[src/rtl/pipe_ctrl_pkg.sv]
// Shared types and constants for the pipeline stall/flush sequencer.
package pipe_ctrl_pkg;

  // Sequencer states.
  typedef enum logic [1:0] {
    ST_INIT     = 2'd0,
    ST_RUN      = 2'd1,
    ST_MEM_WAIT = 2'd2,
    ST_ERROR    = 2'd3
  } ctrl_state_t;

  // Architectural register index width (x0..x31).
  localparam int REG_W = 5;

  // A flushed IF/ID slot holds addi x0, x0, 0.
  localparam logic [31:0] NOP_INSTR = 32'h0000_0013;

  // A flushed ID/EX or EX/MEM slot carries all control bits cleared.
  localparam logic BUBBLE_CTRL = 1'b0;

  // Default bound on consecutive data-memory wait cycles.
  localparam int MEM_TIMEOUT_DEF = 16;

endpackage : pipe_ctrl_pkg

[src/rtl/load_use_detect.sv]
// Combinational load-use detector: the load in EX writes a register that
// the instruction in ID reads. A load to x0 never creates a dependency.
module load_use_detect
  import pipe_ctrl_pkg::*;
(
  input  logic             mem_read,
  input  logic [REG_W-1:0] ex_rd,
  input  logic [REG_W-1:0] rs1,
  input  logic [REG_W-1:0] rs2,
  input  logic             uses_rs2,
  output logic             hazard
);

  logic rs1_match;
  logic rs2_match;

  assign rs1_match = (ex_rd == rs1);
  assign rs2_match = uses_rs2 && (ex_rd == rs2);
  assign hazard    = mem_read && (ex_rd != '0) && (rs1_match || rs2_match);

endmodule : load_use_detect

[src/rtl/pipeline_hazard_ctrl.sv]
// Central stall/flush sequencer for the 5-stage core. Decides every cycle
// whether each pipeline register advances, holds or is flushed, handles
// memory wait states with a timeout trap, and keeps saturating counters.
module pipeline_hazard_ctrl
  import pipe_ctrl_pkg::*;
#(
  parameter int MEM_TIMEOUT = MEM_TIMEOUT_DEF,
  parameter int CNT_W       = 32
) (
  input  logic             clk,
  input  logic             rst_n,
  input  logic             ID_EX_MemRead,
  input  logic [REG_W-1:0] ID_EX_Rd,
  input  logic [REG_W-1:0] IF_ID_Rs1,
  input  logic [REG_W-1:0] IF_ID_Rs2,
  input  logic             IF_ID_UsesRs2,
  input  logic             EX_BranchTaken,
  input  logic             dmem_req,
  input  logic             dmem_ready,
  output logic             PCWrite,
  output logic             PCSel,
  output logic             IF_ID_Write,
  output logic             IF_ID_Flush,
  output logic             ID_EX_Write,
  output logic             ID_EX_Flush,
  output logic             EX_MEM_Write,
  output logic             EX_MEM_Flush,
  output logic             MEM_WB_Write,
  output logic             mem_timeout,
  output logic [CNT_W-1:0] stall_cnt,
  output logic [CNT_W-1:0] flush_cnt
);

  localparam int                WAIT_W    = $clog2(MEM_TIMEOUT) + 1;
  localparam logic [WAIT_W-1:0] WAIT_LAST = WAIT_W'(MEM_TIMEOUT - 1);

  ctrl_state_t       state;
  ctrl_state_t       state_nxt;
  logic [WAIT_W-1:0] wait_cnt;
  logic [WAIT_W-1:0] wait_cnt_nxt;
  logic              freeze;
  logic              load_use;
  logic              active;
  logic              stall_evt;
  logic              flush_evt;

  load_use_detect u_load_use (
    .mem_read (ID_EX_MemRead),
    .ex_rd    (ID_EX_Rd),
    .rs1      (IF_ID_Rs1),
    .rs2      (IF_ID_Rs2),
    .uses_rs2 (IF_ID_UsesRs2),
    .hazard   (load_use)
  );

  // A pending data access that is not ready this cycle freezes everything.
  assign freeze = dmem_req && !dmem_ready;

  // RUN and MEM_WAIT share one priority list; INIT and ERROR count nothing.
  assign active    = (state == ST_RUN) || (state == ST_MEM_WAIT);
  // A branch flushes the dependent instruction, so it hides the load-use stall.
  assign stall_evt = active && (freeze || (load_use && !EX_BranchTaken));
  assign flush_evt = active && !freeze && EX_BranchTaken;

  // Mealy control outputs: freeze > taken branch > load-use > advance.
  always_comb begin
    // NOTE: every output gets a default before the case so no path leaves a
    // signal unassigned, which would otherwise infer a latch.
    PCWrite      = 1'b0;
    PCSel        = 1'b0;
    IF_ID_Write  = 1'b0;
    IF_ID_Flush  = 1'b0;
    ID_EX_Write  = 1'b0;
    ID_EX_Flush  = 1'b0;
    EX_MEM_Write = 1'b0;
    EX_MEM_Flush = 1'b0;
    MEM_WB_Write = 1'b0;
    unique case (state)
      ST_INIT: begin
        IF_ID_Flush  = 1'b1;
        ID_EX_Flush  = 1'b1;
        EX_MEM_Flush = 1'b1;
      end
      ST_RUN, ST_MEM_WAIT: begin
        if (freeze) begin
          // Everything holds; the defaults already say so.
        end else if (EX_BranchTaken) begin
          // Redirect fetch and squash the two younger instructions.
          PCWrite      = 1'b1;
          PCSel        = 1'b1;
          IF_ID_Write  = 1'b1;
          IF_ID_Flush  = 1'b1;
          ID_EX_Write  = 1'b1;
          ID_EX_Flush  = 1'b1;
          EX_MEM_Write = 1'b1;
          MEM_WB_Write = 1'b1;
        end else if (load_use) begin
          // Hold PC and IF/ID one cycle; insert a bubble into EX.
          ID_EX_Write  = 1'b1;
          ID_EX_Flush  = 1'b1;
          EX_MEM_Write = 1'b1;
          MEM_WB_Write = 1'b1;
        end else begin
          PCWrite      = 1'b1;
          IF_ID_Write  = 1'b1;
          ID_EX_Write  = 1'b1;
          EX_MEM_Write = 1'b1;
          MEM_WB_Write = 1'b1;
        end
      end
      default: begin
        // ST_ERROR: the pipeline stays frozen until reset.
      end
    endcase
  end

  // Next-state and memory-wait counter.
  always_comb begin
    state_nxt    = state;
    wait_cnt_nxt = wait_cnt;
    unique case (state)
      ST_INIT: state_nxt = ST_RUN;
      ST_RUN: begin
        if (freeze) begin
          state_nxt    = ST_MEM_WAIT;
          wait_cnt_nxt = WAIT_W'(1);
        end
      end
      ST_MEM_WAIT: begin
        if (freeze) begin
          wait_cnt_nxt = wait_cnt + WAIT_W'(1);
          if (wait_cnt == WAIT_LAST) state_nxt = ST_ERROR;
        end else begin
          state_nxt = ST_RUN;
        end
      end
      default: state_nxt = ST_ERROR;
    endcase
  end

  // State, wait counter and sticky timeout flag.
  always_ff @(posedge clk or negedge rst_n) begin
    // NOTE: registers use non-blocking assignments so every flop samples the
    // pre-edge values regardless of statement order.
    if (!rst_n) begin
      state       <= ST_INIT;
      wait_cnt    <= '0;
      mem_timeout <= 1'b0;
    end else begin
      state       <= state_nxt;
      wait_cnt    <= wait_cnt_nxt;
      mem_timeout <= mem_timeout || (state_nxt == ST_ERROR);
    end
  end

  // Saturating performance counters.
  always_ff @(posedge clk or negedge rst_n) begin
    if (!rst_n) begin
      stall_cnt <= '0;
      flush_cnt <= '0;
    end else begin
      if (stall_evt && (stall_cnt != '1)) stall_cnt <= stall_cnt + CNT_W'(1);
      if (flush_evt && (flush_cnt != '1)) flush_cnt <= flush_cnt + CNT_W'(1);
    end
  end

endmodule : pipeline_hazard_ctrl

[config.mk]
export PLATFORM = sky130hd
export DESIGN_NAME = pipeline_hazard_ctrl
export DESIGN_NICKNAME = d
export VERILOG_FILES = /design/src/rtl/pipe_ctrl_pkg.sv /design/src/rtl/load_use_detect.sv /design/src/rtl/pipeline_hazard_ctrl.sv
export SDC_FILE = /design/constraint.sdc
export NUM_CORES = 1
export LEC_CHECK = 0
export ABC_CLOCK_PERIOD_IN_PS = 3140
export CAP_MARGIN = 20
export CORE_ASPECT_RATIO = 1.75
export CORE_UTILIZATION = 45
export CTS_BUF_LIST = sky130_fd_sc_hd__clkbuf_2 sky130_fd_sc_hd__clkbuf_4 sky130_fd_sc_hd__clkbuf_8
export CTS_CLUSTER_SIZE = 14
export DETAILED_ROUTE_END_ITERATION = 10
export PLACE_DENSITY_LB_ADDON = 0.2
export SYNTH_ARGS = -nofsm -noshare
export SYNTH_HDL_FRONTEND = slang
export SYNTH_SLANG_ARGS = --single-unit
[constraint.sdc]
create_clock -name clk -period 3.14 [get_ports clk]
set_input_delay 0.942 -clock clk [delete_from_list [all_inputs] [get_ports clk]]
set_output_delay 0.942 -clock clk [all_outputs]
set_load 0.02 [all_outputs]
Word level (Yosys, flattened, before mapping)
Index checks and enable logic that the tools add are counted.
Word-level totals
  register bits: 72
  input bits: 22
  output and inout port bits: 74
  logic and storage cells: 62
Cells by class
  $add $sub $neg: 3
  equal/unequal tests: 10
  multiplexer cells: 22
  reduce and logical (&&, ||, !) cells: 22
Operators with widths (count)
  $add 32x1->32 const B: 2
  $ne 32x32->1 const B: 2
  $mux 1: 13
  $eq 5x5->1: 2
  $logic_and 1x1->1: 10
  $mux 5: 2
  $pmux 5 s2: 1
  $mux 2: 3
  $pmux 2 s3: 1
  $add 5x1->5 const B: 1
  $eq 5x4->1 const B: 1
  $reduce_bool 5->1: 1
  $eq 2x2->1 const B: 2
  $logic_or 1x1->1: 4
  $ne 2x2->1 const B: 2
  $pmux 1 s2: 2
  $logic_not 1->1: 3
  $reduce_and 3->1: 1
  $eq 2x1->1 const B: 1
  $logic_not 2->1: 1
  $reduce_bool 2->1: 1
  $reduce_or 2->1: 1

Depth between registers and ports, before layout
  depth after elaboration: 8
  depth in mapped cells: 9
  depth with buffers taken out: 8

By module
Synthesis repeated with hierarchy kept, for this count alone.
Second synthesis, totals
  cell total of the unflattened synthesis: 363
  area total of the unflattened synthesis: 3747.3 um^2
Modules (own cells, without submodules)
  pipeline_hazard_ctrl: times used 1, cells each 346, area each 3614.7 um^2, sequential area each 1801.7 um^2
  load_use_detect: times used 1, cells each 17, area each 132.6 um^2, sequential area each 0.0 um^2

Worst setup path before layout
OpenSTA, ideal clock, no wires.
  path type: in2out
  start point: input port ID_EX_Rd[1]
  end point: output port PCWrite
  data arrival time: 2.334 ns
  data required time: 2.198 ns
  path slack: -0.136 ns
  stages: 5
  buffers on the path: 1
  cell sequence: or4_1 o21ai_2 nor2_1 a21oi_1 buf_4
Between the ends
  word-level cells in the longest chain between the ends: 8
  elaborated cells on any way between the ends: 11
  those cells by class: eq/ne: 2; mux: 4; reduce/logical: 5
RTL lines
  from (decl): RTL line pipeline_hazard_ctrl.sv:13  | input logic [REG_W-1:0] ID_EX_Rd,
  $eq 5x5->1: RTL line load_use_detect.sv:18  | assign rs2_match = uses_rs2 && (ex_rd == rs2);
  $logic_and 1x1->1: RTL line load_use_detect.sv:18
  $logic_or 1x1->1: RTL line load_use_detect.sv:19  | assign hazard = mem_read && (ex_rd != '0) && (rs1_match || rs2_match);
  $logic_and 1x1->1 *: RTL line load_use_detect.sv:19
  $mux 1 * (4 in a row)
  to (decl): RTL line pipeline_hazard_ctrl.sv:20  | output logic PCWrite,
Mark *: on every way between the ends. The rest lies on a longest branch, timed or not.

Worst setup path in the final report
  start point: input port ID_EX_Rd[4]
  end point: output port ID_EX_Flush
Between the ends
  word-level cells in the longest chain between the ends: 8
  elaborated cells on any way between the ends: 11
  those cells by class: eq/ne: 2; mux: 4; reduce/logical: 5
RTL lines
  $eq 5x5->1: RTL line load_use_detect.sv:18
  $logic_and 1x1->1: RTL line load_use_detect.sv:18
  $logic_or 1x1->1: RTL line load_use_detect.sv:19
  $logic_and 1x1->1 *: RTL line load_use_detect.sv:19
  $mux 1 *: RTL line pipeline_hazard_ctrl.sv:97  | end else if (load_use) begin
  $mux 1 *: RTL line pipeline_hazard_ctrl.sv:87  | end else if (EX_BranchTaken) begin
  $mux 1 *: RTL line pipeline_hazard_ctrl.sv:85  | if (freeze) begin
  $pmux 1 s2 *: RTL line pipeline_hazard_ctrl.sv:78  | unique case (state)
  to (decl): RTL line pipeline_hazard_ctrl.sv:25  | output logic ID_EX_Flush,
Marked as above.

==> flow_summary.ini <==
[timing]
layout_min_cycle_time_ps = 3120
drv_slew = 0
clock_skew_ps = 12.0
hold_violations = 0
slew_headroom_pct = 53.9
max_freq_mhz = 321
fin_crit_sh_pct = 99.3
setup_viol = 0
worstMarginPinSlew_ps = 692
grt_setup_unrepaired = yes
hold_ws_ps = 464

[status]
outcome = completed

[hold_path]
hp-class = reg2reg
holdCritStartpoint = mem_timeout
holdPathEnd = mem_timeout
holdPathStages = 1

[synth]
syn-cell-area_um2 = 3860
synth_area_per_cell_um2 = 10.3
yosys_warnings = 0
syn-instance-count = 373
ys_ff_latch = 72
syn_nets = 403
ys_seq_area_share_pct = 46.7
synth.distinct_cells = 52

[clock_network]
htree_levels = 3
clk_pin_slew_ps = 70
cts_buffers = 9
worstSkewPairLatency_ps = 350
clk_path_buf_depth = 2
root_buffer = clkbuf_8
cts.sinks = 72
cts_tree = yes

[power]
cellPowerDensity_nw_per_um2 = 620
irDropWorstVdd_v = 0.000393
leakagePower_nw = 2.49

[global_route]
grt_util_all_layers_pct = 22.4
grt_max_degree = 73
grt_pass1_vias = 3333
antenna_found_initial = 0
overflow = 0
grt_pass1_wl_um = 15600

[place]
place_congestion = 0.872
dp_hpwl_um = 6880
place_area_um2 = 5080
dp_cells = 596
io_buffers = 95

[floorplan]
io_pins = 96
die_x_um = 72.0
fp-row-count = 44
coreArea_um2 = 8310
dieArea_um2 = 8960
die_h_um = 124
initial_core_util_pct = 46.4

[setup_path]
crit_path_end_kind = output pin
arrival_ps = 2180
r2r_end = stall_cnt[28]
worstPathRequired_ps = 2200
cp-start-kind = input pin
cp_max_fo = 2
r2r_start = state[0]
reg2reg_setup_slack_ps = 760
criticalPathCategory = in2out
rr_worst_depth = 8

[route]
dr.max_layer_used = met4
wl_met1_um = 3540
post-route-drc-count = 0
routed_wl_um = 9180
vias_per_cell = 5.28
wl_per_cell_um = 15.0
drtIter0Drc = 83
drtAntennaViolNets = 0
wl_met3_um = 296
vias = 3244
dr.pass1.iters = 4
route.met2.wl_um = 5070

[final_layout]
final_area_um2 = 5390
nFillCells = 705
fin_nets = 524
area_delta_synth_final_pct = 39.7
drive_gt1_share_pct = 15.6
diodes = 0
final_cells = 614

[flow_run]
cap_violations = 0
## where the power goes
part	switching, mW	internal (mW)
Sequential	0.165	1.05
Clock	0.348	0.558
Combinational	0.699	0.523
## logic make-up (layout without fill, tap and decap cells)
logic type                 after synthesis  after routing  share of synthesized area, %
AOI/OAI and AO/OA                       30             30                          5.52
and+or+nand+nor                        171            171                          25.9
DFF                                     72             72                          46.7
buffers and inverters                   20            146                          2.47
xor gates and xnor gates                67             67                          15.4
adders and majority gates                8              8                          2.60
muxes                                    5              5                          1.43
## cell type report
cell class | instances | area (um2) | area share [%]
Tap cell | 115 | 144 | 2.67
Timing Repair Buffer | 120 | 1150 | 21.3
Clock buffer | 11 | 145 | 2.69
Sequential cell | 72 | 1800 | 33.4
Inverter | 10 | 37.5 | 0.697
Multi-Input combinational cell | 281 | 2010 | 37.3
Clock inverter | 5 | 104 | 1.93
## layout by cell type (no fill, tap or decap), types with 10 or more instances in the layout
cell / n
clkdlybuf4s50_1: 72
nand2_1: 31
nand3_1: 27
nor3_1: 20
nand4_1: 17
nor2_1: 25
clkbuf_8: 10
xor2_1: 39
xnor2_1: 27
buf_4: 23
dfrtp_1: 72
## state kept, by name, summed over array words and instances, names as in the netlist
| register | flops |
|---|---|
| wait_cnt | 5 |
| mem_timeout | 1 |
| flush_cnt | 32 |
| state | 2 |
| stall_cnt | 32 |
## synth_stat cells (all sizes together)
| library cell | number | area [um2] |
|---|---|---|
| a31oi | 2 | 12.5 |
| and3 | 9 | 56.3 |
| o21ai | 9 | 48.8 |
| nor4bb | 1 | 10.0 |
| or3 | 2 | 12.5 |
| nand3b | 1 | 7.51 |
| a21oi | 9 | 48.8 |
| nor2b | 2 | 12.5 |
| nand2b | 2 | 12.5 |
| nand4 | 19 | 140 |
| buf | 8 | 50.1 |
| nor3 | 20 | 100 |
| nor4b | 2 | 30.0 |
| or4 | 2 | 18.8 |
| nand3 | 28 | 140 |
| and4bb | 1 | 12.5 |
| o22ai | 1 | 6.26 |
| xor2 | 39 | 342 |
| nor3b | 3 | 22.5 |
| a21o | 3 | 22.5 |
| dfrtp | 72 | 1800 |
| mux2i | 1 | 10.0 |
| a32o | 1 | 10.0 |
| a22o | 2 | 17.5 |
| mux2 | 4 | 45.0 |
| and2 | 4 | 25.0 |
| nor4 | 12 | 130 |
| xnor2 | 28 | 253 |
| a41oi | 1 | 8.76 |
| a41o | 1 | 10.0 |
| clkbuf | 2 | 7.51 |
| ha | 8 | 100 |
| or2 | 1 | 6.26 |
| inv | 10 | 37.5 |
| nor2 | 25 | 93.8 |
| a32oi | 1 | 27.5 |
| nand2 | 32 | 123 |
| and4 | 5 | 43.8 |
## worst max-delay path by stage
| stage | from | end | slack (ps) | cells past startpoint |
|---|---|---|---|---|
| floorplan | ID_EX_Rd[1] | PCWrite | 20 | 5 |
| global placement | ID_EX_Rd[1] | PCWrite | -750 | 6 |
| detailed placement | ID_EX_Rd[1] | PCWrite | -750 | 6 |
| CTS | dmem_ready | MEM_WB_Write | -30 | 6 |
| global route | ID_EX_Rd[4] | ID_EX_Flush | -10 | 7 |
| finish | ID_EX_Rd[4] | ID_EX_Flush | 20 | 7 |
## routing by layer
layer / track usage (%) / vias to the layer above
met5: 0 / -
met4: 11.0 / 0
met3: 4.21 / 18
met2: 39.2 / 81
met1: 25.4 / 1578
li1: - / 1567
## critical path, cell delays in order
cell     delay (ps)
buf_6            90
or4_4           530
o21ai_4         160
buf_6           120
nor3_1           30
a21o_1          160
buf_6           130
## metrics by stage
stage	TNS, ps	total power [mW]	worst slack [ps]	util, %
6_report	0	3.34	21.7	64.8
5_1_grt	-9.86	3.53	-9.86	64.8
4_1_cts	-70.3	3.34	-30.1	64.2
3_5_place_dp	-4990	2.46	-753	61.1
3_3_place_gp	-5160	2.44	-754	61.1
2_1_floorplan	0	1.93	21.8	-
## what timing repair did
action / CTS / global route
pin swaps: 4 / 9
resized for setup: 45 / 23
buffers inserted: 1 / 1
hold buffers: 0 / 0
setup endpoints to repair: 8 / 8
Power figures use the tool's default switching activity.
